$ cat config.mk
export PLATFORM = sky130hd
export DESIGN_NAME = serial_twos_comp_deserializer
export DESIGN_NICKNAME = d
export VERILOG_FILES = /design/src/rtl/serial_twos_comp_deserializer.sv
export SDC_FILE = /design/constraint.sdc
export NUM_CORES = 1
export LEC_CHECK = 0
export CORE_MARGIN = 4
export CORE_UTILIZATION = 47
export DETAILED_ROUTE_END_ITERATION = 12
export PLACE_DENSITY = 0.74
export SYNTH_ARGS = -nofsm -noshare
export SYNTH_HDL_FRONTEND = slang
export SYNTH_SLANG_ARGS = --single-unit
$ cat constraint.sdc
create_clock -name clk -period 1.53 [get_ports clk]
set_input_delay 0.306 -clock clk [delete_from_list [all_inputs] [get_ports clk]]
set_output_delay 0.306 -clock clk [all_outputs]
set_load 0.01 [all_outputs]
$ cat src/rtl/serial_twos_comp_deserializer.sv
// serial_twos_comp_deserializer
//   Receive end of an LSB-first serial two's-complement link whose bit stream
//   arrives already negated. A Mealy complementer re-negates it bit by bit.
//   Bits are copied unchanged up to and including the first 1, and inverted
//   after that. The recovered bits are assembled into a WIDTH-bit word, which
//   is offered on a valid/ready parallel port.
//
//   Optional feature: define OVF_DETECT_EN to build the ovf flag. It marks the
//   word 1 followed by WIDTH-1 zeros, MSB first. Without the macro, ovf is
//   tied to 0.
//
//   WIDTH legal range: 2..32.

module serial_twos_comp_deserializer #(
  parameter int WIDTH = 8
) (
  input  logic             clk,
  input  logic             areset_n,
  input  logic             in_valid,
  input  logic             in_start,
  input  logic             x,
  output logic             z,
  output logic             out_valid,
  input  logic             out_ready,
  output logic [WIDTH-1:0] out_data,
  output logic             overrun,
  output logic             ovf
);

  // Counter wide enough to index every bit position 0..WIDTH-1.
  localparam int CNT_W = (WIDTH > 1) ? $clog2(WIDTH) : 1;
  localparam logic [CNT_W-1:0] LAST_POS = CNT_W'(WIDTH - 1);

  // IDLE: no word open. PASS: word open, no 1 seen yet. INV: word open,
  // a 1 has been seen, so later bits are inverted.
  typedef enum logic [1:0] {
    IDLE = 2'd0,
    PASS = 2'd1,
    INV  = 2'd2
  } state_t;

  state_t           state_reg;
  state_t           state_next;
  logic [CNT_W-1:0] cnt_reg;
  logic [WIDTH-1:0] shift_reg;

  logic             start_bit;   // qualified start of a new word
  logic             seen_one;    // complementer is in its inverting phase
  logic             accept;      // the bit on x belongs to a word
  logic [CNT_W-1:0] bit_pos;     // position that the accepted bit lands in
  logic             complete;    // the accepted bit is the word's MSB
  logic [WIDTH-1:0] word;        // shift register with this cycle's bit merged in
  logic             out_free;    // output register can take a word at the next edge
  logic             load;        // completed word is written to out_data

  // State register. An asynchronous reset drops any partial word at once.
  always_ff @(posedge clk or negedge areset_n) begin
    if (!areset_n) begin
      state_reg <= IDLE;
    end else begin
      state_reg <= state_next;
    end
  end

  // Next-state logic. A start always re-opens the word, and its first bit
  // picks PASS or INV. Once a word is complete, the FSM returns to IDLE.
  always_comb begin
    state_next = state_reg;
    if (accept) begin
      if (complete) begin
        state_next = IDLE;
      end else if (start_bit) begin
        state_next = x ? INV : PASS;
      end else if (x) begin
        state_next = INV;
      end
    end
  end

  // Output and decode logic. The complementer's Mealy output and the
  // bookkeeping for the current bit are decoded here. The first bit of a word
  // always passes through unchanged, even if the previous word left the FSM
  // in INV.
  always_comb begin
    start_bit = in_valid && in_start;
    seen_one  = (state_reg == INV) && !in_start;
    z         = x ^ seen_one;
    accept    = in_valid && (in_start || (state_reg != IDLE));
    bit_pos   = start_bit ? '0 : cnt_reg;
    complete  = accept && (bit_pos == LAST_POS);
  end

  // Each word bit either takes the decoded bit (if this is its position) or
  // keeps its stored value. A start clears the stored value first.
  for (genvar gi = 0; gi < WIDTH; gi++) begin : g_word
    assign word[gi] = (accept && (bit_pos == CNT_W'(gi))) ? z
                    : (start_bit ? 1'b0 : shift_reg[gi]);
  end

  // Bit counter and shift register. Both hold across in_valid gaps and
  // rewind when a word completes.
  always_ff @(posedge clk or negedge areset_n) begin
    if (!areset_n) begin
      cnt_reg   <= '0;
      shift_reg <= '0;
    end else if (accept) begin
      if (complete) begin
        cnt_reg   <= '0;
        shift_reg <= '0;
      end else begin
        cnt_reg   <= bit_pos + CNT_W'(1);
        shift_reg <= word;
      end
    end
  end

  // A word that is being read out in this same cycle frees the output
  // register. So back-to-back words stream with no bubble.
  always_comb begin
    out_free = !out_valid || out_ready;
    load     = complete && out_free;
  end

  // Output register. A completed word that cannot be stored is dropped, and
  // this is reported with a one-cycle overrun pulse.
  always_ff @(posedge clk or negedge areset_n) begin
    if (!areset_n) begin
      out_valid <= 1'b0;
      out_data  <= '0;
      overrun   <= 1'b0;
    end else begin
      overrun <= complete && !out_free;
      if (load) begin
        out_valid <= 1'b1;
        out_data  <= word;
      end else if (out_valid && out_ready) begin
        out_valid <= 1'b0;
      end
    end
  end

`ifdef OVF_DETECT_EN
  // The most negative value is the one word whose negation cannot be
  // represented in WIDTH bits.
  localparam logic [WIDTH-1:0] MIN_NEG = {1'b1, {(WIDTH-1){1'b0}}};

  logic ovf_reg;

  // The ovf flag is captured together with out_data and held with it.
  always_ff @(posedge clk or negedge areset_n) begin
    if (!areset_n) begin
      ovf_reg <= 1'b0;
    end else if (load) begin
      ovf_reg <= (word == MIN_NEG);
    end
  end

  assign ovf = ovf_reg;
`else
  assign ovf = 1'b0;
`endif

endmodule

; ---- Word-level counts from Yosys, hierarchy flattened
; Cells that the tools add are included.
[totals]
in_bits = 6
wordCells = 65
output_inout_bits = 12
reg_bits = 23
[classes]
mux = 25
n_reduce_logical = 24
bitwise = 1
n_addsub = 1
eq_ne = 8
[ops]
columns = operator, n
row1 = $mux W1, 18
row2 = $logic_and A1 B1 Y1, 14
row3 = $eq A3 B3 Y1 const B, 4
row4 = $mux W2, 4
row5 = $mux W8, 1
row6 = $eq A3 B2 Y1 const B, 2
row7 = $mux W3, 2
row8 = $reduce_bool A2 Y1, 2
row9 = $add A3 B1 Y3 const B, 1
row10 = $eq A3 B1 Y1 const B, 1
row11 = $logic_not A1 Y1, 3
row12 = $logic_not A3 Y1, 1
row13 = $reduce_bool A3 Y1, 1
row14 = $eq A2 B2 Y1 const B, 1
row15 = $logic_or A1 B1 Y1, 2
row16 = $reduce_and A2 Y1, 1
row17 = $xor A1 B1 Y1, 1

; ---- Depth between registers and ports, before layout
[logic_depth]
word_depth = 6
mapped_depth = 7
mapped_depth_nobuf = 6

; ---- Least setup slack after synthesis
; Ideal clock, no wire load.
[synth_timing]
kind = flip-flop to flip-flop
startpoint = reg state_reg[0]
endpoint = reg shift_reg[1]
synth_period_minus_slack_ps = 1517
required_ps = 1406
path_stages_with_launch = 7
arrival_time_ps = 1393
setup_time_ps = 124
setup_slack_ps = 13
n_path_buf = 1
path_cell_list = dfrtp_1 > buf_4 > nor3b_2 > xnor2_2 > inv_2 > and4_1 > a211o_1
[synth_via]
elab_cells_between_ends = 10
cone_classes = eq/ne (1) / mux (2) / bitwise (1) / reduce/logical (6)
[synth_rtl]
columns = element, line
row1 = "start, declared", 42  ; state_t state_reg;
row2 = "start signal, assigned", 61  ; state_reg <= state_next;
row3 = $eq A2 B2 Y1, 86  ; seen_one = (state_reg == INV) && !in_start;
row4 = $logic_and A1 B1 Y1, 86
row5 = $xor A1 B1 Y1, 87  ; z = x ^ seen_one;
row6 = via z, 22  ; output logic z,
row7 = $mux W1, 96  ; assign word[gi] = (accept && (bit_pos == CNT_W'(gi))) ? z
row8 = $mux W8, 107  ; if (complete) begin
row9 = "end signal, assigned", 112  ; shift_reg <= word;
row10 = "end, declared", 45  ; logic [WIDTH-1:0] shift_reg;
; The timed path passes the listed nets, and every way through them passes these cells.
; A chain may end at the register's enable or synchronous reset.

; ---- Final worst setup path
[layout_timing]
startpoint = reg state_reg[0]
endpoint = reg shift_reg[4]
[layout_via]
elab_chain_cells = 6
elab_cells_between_ends = 10
cone_classes = eq/ne (1) / mux (2) / bitwise (1) / reduce/logical (6)
[layout_rtl]
columns = element, line
row1 = $reduce_bool A2 Y1, 88  ; accept = in_valid && (in_start || (state_reg != IDLE));
row2 = $logic_or A1 B1 Y1, 88
row3 = $logic_and A1 B1 Y1, 88
row4 = $logic_and A1 B1 Y1, 96
row5 = $mux W1, 96
row6 = $mux W8, 107
; Parallel ways exist; a longest one is shown, timed or not.

==> flow_results.org <==
** Placed design
- Routability congestion estimate from global placement :: 0.892
- At the placement stage, the worst setup path has a slack of -0.489 ns.
- HPWL Detailed :: 2110 um
- During placement, the flow inserted port buffers numbering 16.

** Layout
- Cells with a size suffix above 1 make up 36.1% of the layout.
- The net count of the finished layout is 174.
- Max FFs per register :: 8
- Multi-input gate area :: 637 sq um
- Antenna Cells :: 0
- Counting the fill cells in the layout gives 181.
- The sequential cells in the finished layout cover a total of 551 sq um.
- Area growth, synth to finish :: 43.5%
- Most common cell after layout, fill and taps aside :: sky130_fd_sc_hd__buf_4
- Most frequent cells in the layout :: sky130_fd_sc_hd__buf_4 (33), sky130_fd_sc_hd__dfrtp_1 (22), sky130_fd_sc_hd__nand2_1 (9), sky130_fd_sc_hd__dlygate4sd2_1 (9)
- Cells fill 70.7% of the core in the end.

** Synthesis
- For this run, the number of Yosys warnings is 0.
- Post-synth net total :: 126
- Post-synth EDFFs :: 0
- Average instance area after synthesis :: 10.3 sq um
- Flop and latch count out of synthesis :: 22
- Distinct cell type count of the synthesized netlist :: 44
- After synthesis the cells add up to 1220 sq um.
- Proportion of register bits with asynchronous set or reset after synthesis :: 100%
- Synthesis handed over a netlist of 119 instances.
- Sequential element share of the synthesized area :: 45.1%
- Among all flip-flop cells after synthesis, the most frequent one is sky130_fd_sc_hd__dfrtp_1.

** Power and ir drop
- Power Dens Cells :: 1290 nW/um^2
- The analysis attributes to cell leakage a power of 0.000850 uW.
- Maximum VDD drop :: 872 uV
- The design draws 2260 uW.

** STA
- The final critical path takes up 107% of the cycle.
- Number of endpoints failing setup at the final stage :: 7
- Once routing completed, OpenROAD measured the worst setup slack at -0.107 ns.
- Fin. Hold Viols :: 0
- Top achievable clock speed :: 611 MHz
- The max-slew violation total from the final report was 0.
- The smallest clock period supported by the final layout is computed as 1.64 ns.
- The clock arrives with 0.0129 ns of skew.
- RSZ-0062 raised after global routing :: true

** Drt
- The detailed router finished its first iteration with 23 violations.
- For this block, the via count after detailed routing is 1,110.
- Detail Route Antenna Nets :: 0
- In the routed design, unresolved DRC markers number 0.
- The pre-antenna-repair detailed-routing pass consisted of 4 iterations.
- Total wirelength of the detailed-routed design :: 3130 um
- In the routed layout, each cell is associated on average with a via count of 5.66.
- WL/cell :: 16.0 um

** Global routing
- Global-route wire length before repair :: 4900 um
- Vias in the first global route :: 1,096
- Entering global routing, the biggest net connects 23 pins.
- Global routing usage summed across all routing layers :: 18.8%
- Overflow left after global routing :: 0
- The initial antenna violation count came to 0.

** Min path
- The worst hold path belongs to the class in -> async.

** Worst setup path
- Cell mode on critical path :: sky130_fd_sc_hd__buf_4
- FF-to-FF setup slack :: -0.11 ns
- In this run the critical register-to-register path is launched from state_reg[0]$_DFFE_PN0P_.
- Slowest stage cell, crit path :: sky130_fd_sc_hd__dfrtp_1
- The number of buffers and inverters on the critical path is 3.
- Arr. time, crit path :: 1.90 ns
- Counting buffers and inverters, the worst setup path is 7 cells deep.
- Startpoint-to-endpoint class of the critical path :: reg -> reg
- In this run the worst path has a maximum fanout of 7.
- In this run the critical register-to-register path is captured at shift_reg[4]$_DFFE_PN0P_.
- The largest single stage delay on the critical path is 0.39 ns.
- Counting cells, the worst reg-to-reg path comes to 7.
- Largest delay share family, worst path :: buffers and inverters
- The critical path ends at shift_reg[4]$_DFFE_PN0P_.
- Category of the worst setup path launch point :: register
- The worst setup path is captured at a register.
- Tracing the worst setup path back leads to its startpoint at state_reg[0]$_DFFE_PN0P_.
- The signal on the critical path passes through buf_4 > buf_8 > o211ai_4 > buf_4 > or4_1 > o21ai_1 > a22o_1.
- CP required :: 1.79 ns

** Outcome
- The flow ran to the end, but the final reports show violations.
- The checks that failed: setup timing.

** Floorplan
- Die area :: 3470 sq um
- IO Pins :: 18
- Die height :: 58.9 um
- Core footprint :: 2480 sq um
- Placement Rows :: 18
- Horizontal die dimension :: 58.9 um
- Initial core utilization :: 49.2%

** Clock tree
- The clock net in this run drives a total of 22 sinks.
- Clock transition at the registers of the reported paths :: 0.13 ns
- Clock latency on the worst-skew pair, taken at its later pin, is 0.33 ns.
- In this run, CTS created clock tree buffers numbering 3.
- TritonCTS clock tree :: done
- The tree is rooted in a sky130_fd_sc_hd__clkbuf_4.
- H-tree lvl count :: 1
- The longest clock path from root to sink contains 2 buffers.

** Flow run
- Number of maximum-capacitance constraint violations :: 0
stage by stage:
stage,area [sq um],hold WS [ns],setup TNS (ns),instances
2_1_floorplan,1220,0.0104,0,119
3_3_place_gp,1570,0.473,-7.81,185
3_5_place_dp,1570,0.482,-8.38,185
4_1_cts,1650,0.317,-0.121,189
5_1_grt,1750,0.319,-1.43,196
6_report,1750,0.306,-0.451,196
repair_timing:
| action | 4_1_cts | 5_1_grt |
|---|---|---|
| endpoints found under the setup margin | 25 | 17 |
| setup buffers | 0 | 7 |
| gates cloned | 0 | 0 |
| pin swaps | 2 | 5 |
| resized for setup | 21 | 16 |
| hold buffers | 0 | 0 |
worst min-delay path by stage:
stage	to	startpoint	slack, ns
after floorplan	cnt_reg[0]$_DFFE_PN0P_	areset_n	0.01
after global placement	shift_reg[5]$_DFFE_PN0P_	shift_reg[5]$_DFFE_PN0P_	0.47
after detailed placement	shift_reg[0]$_DFFE_PN0P_	shift_reg[0]$_DFFE_PN0P_	0.48
after CTS	out_data[4]$_DFFE_PN0P_	areset_n	0.32
after global routing	out_data[3]$_DFFE_PN0P_	areset_n	0.32
final	cnt_reg[2]$_DFFE_PN0P_	areset_n	0.31
kinds of logic (layout without fill, tap and decap cells):
kind of cell	count (synthesis)	count (layout)	share of synthesized area (%)
adders and majority gates	1	1	1.03
AOI/OAI and AO/OA	40	40	24.2
muxes	4	4	3.59
other	1	1	0.307
and+or+nand+nor	35	35	17.2
xor gates and xnor gates	1	1	1.33
DFF	22	22	45.1
buffers and inverters	15	62	7.18
cells in the mapped netlist (2+ instances only):
cell type	instances	area, sq um
sky130_fd_sc_hd__a21oi_1	7	35.0
sky130_fd_sc_hd__buf_4	3	22.5
sky130_fd_sc_hd__nor3b_2	2	25.0
sky130_fd_sc_hd__a32o_1	2	20.0
sky130_fd_sc_hd__buf_6	2	22.5
sky130_fd_sc_hd__o22ai_1	2	12.5
sky130_fd_sc_hd__nand3_1	2	10.0
sky130_fd_sc_hd__buf_2	4	20.0
sky130_fd_sc_hd__o21ai_0	9	45.0
sky130_fd_sc_hd__nor3b_1	3	22.5
sky130_fd_sc_hd__nand2b_1	2	12.5
sky130_fd_sc_hd__and4_1	2	17.5
sky130_fd_sc_hd__nand2_1	11	41.3
sky130_fd_sc_hd__nor2_1	7	26.3
sky130_fd_sc_hd__a22o_1	5	43.8
sky130_fd_sc_hd__dfrtp_1	22	551
sky130_fd_sc_hd__o31a_1	2	17.5
sky130_fd_sc_hd__inv_1	4	15.0
sky130_fd_sc_hd__mux2_2	3	33.8
where the power goes:
part	leakage (uW)	total (uW)	switching (uW)	internal (uW)
logic	0.000541	971	477	494
registers	0.000282	836	97.5	739
clock network	0.0000279	457	192	265
total	0.000850	2260	766	1500
final cells by class:
class / instances / area share [%]
timing repair buffer: 53 / 25.9
inverter: 5 / 1.07
multi-input combinational: 82 / 36.4
tap: 30 / 2.14
sequential: 22 / 31.5
clock inverter: 1 / 1.72
clock buffer: 3 / 1.29
worst register-to-register path, delay by kind of cell, from the launching register on:
family	cells	cell delay, ns
buffers and inverters	3	0.43
AO/OA/AOI/OAI	3	0.38
AND/OR/NAND/NOR	1	0.39
flip-flops	1	0.39
routing by layer:
layer / track usage (%) / routed length, um / up-vias
met4: 9.71 / 63 / 0
met5: 0 / 0 / -
met1: 24.3 / 1320 / 538
li1: - / - / 534
met3: 3.29 / 183 / 5
met2: 30.1 / 1570 / 33
Power figures use the tool's default switching activity.
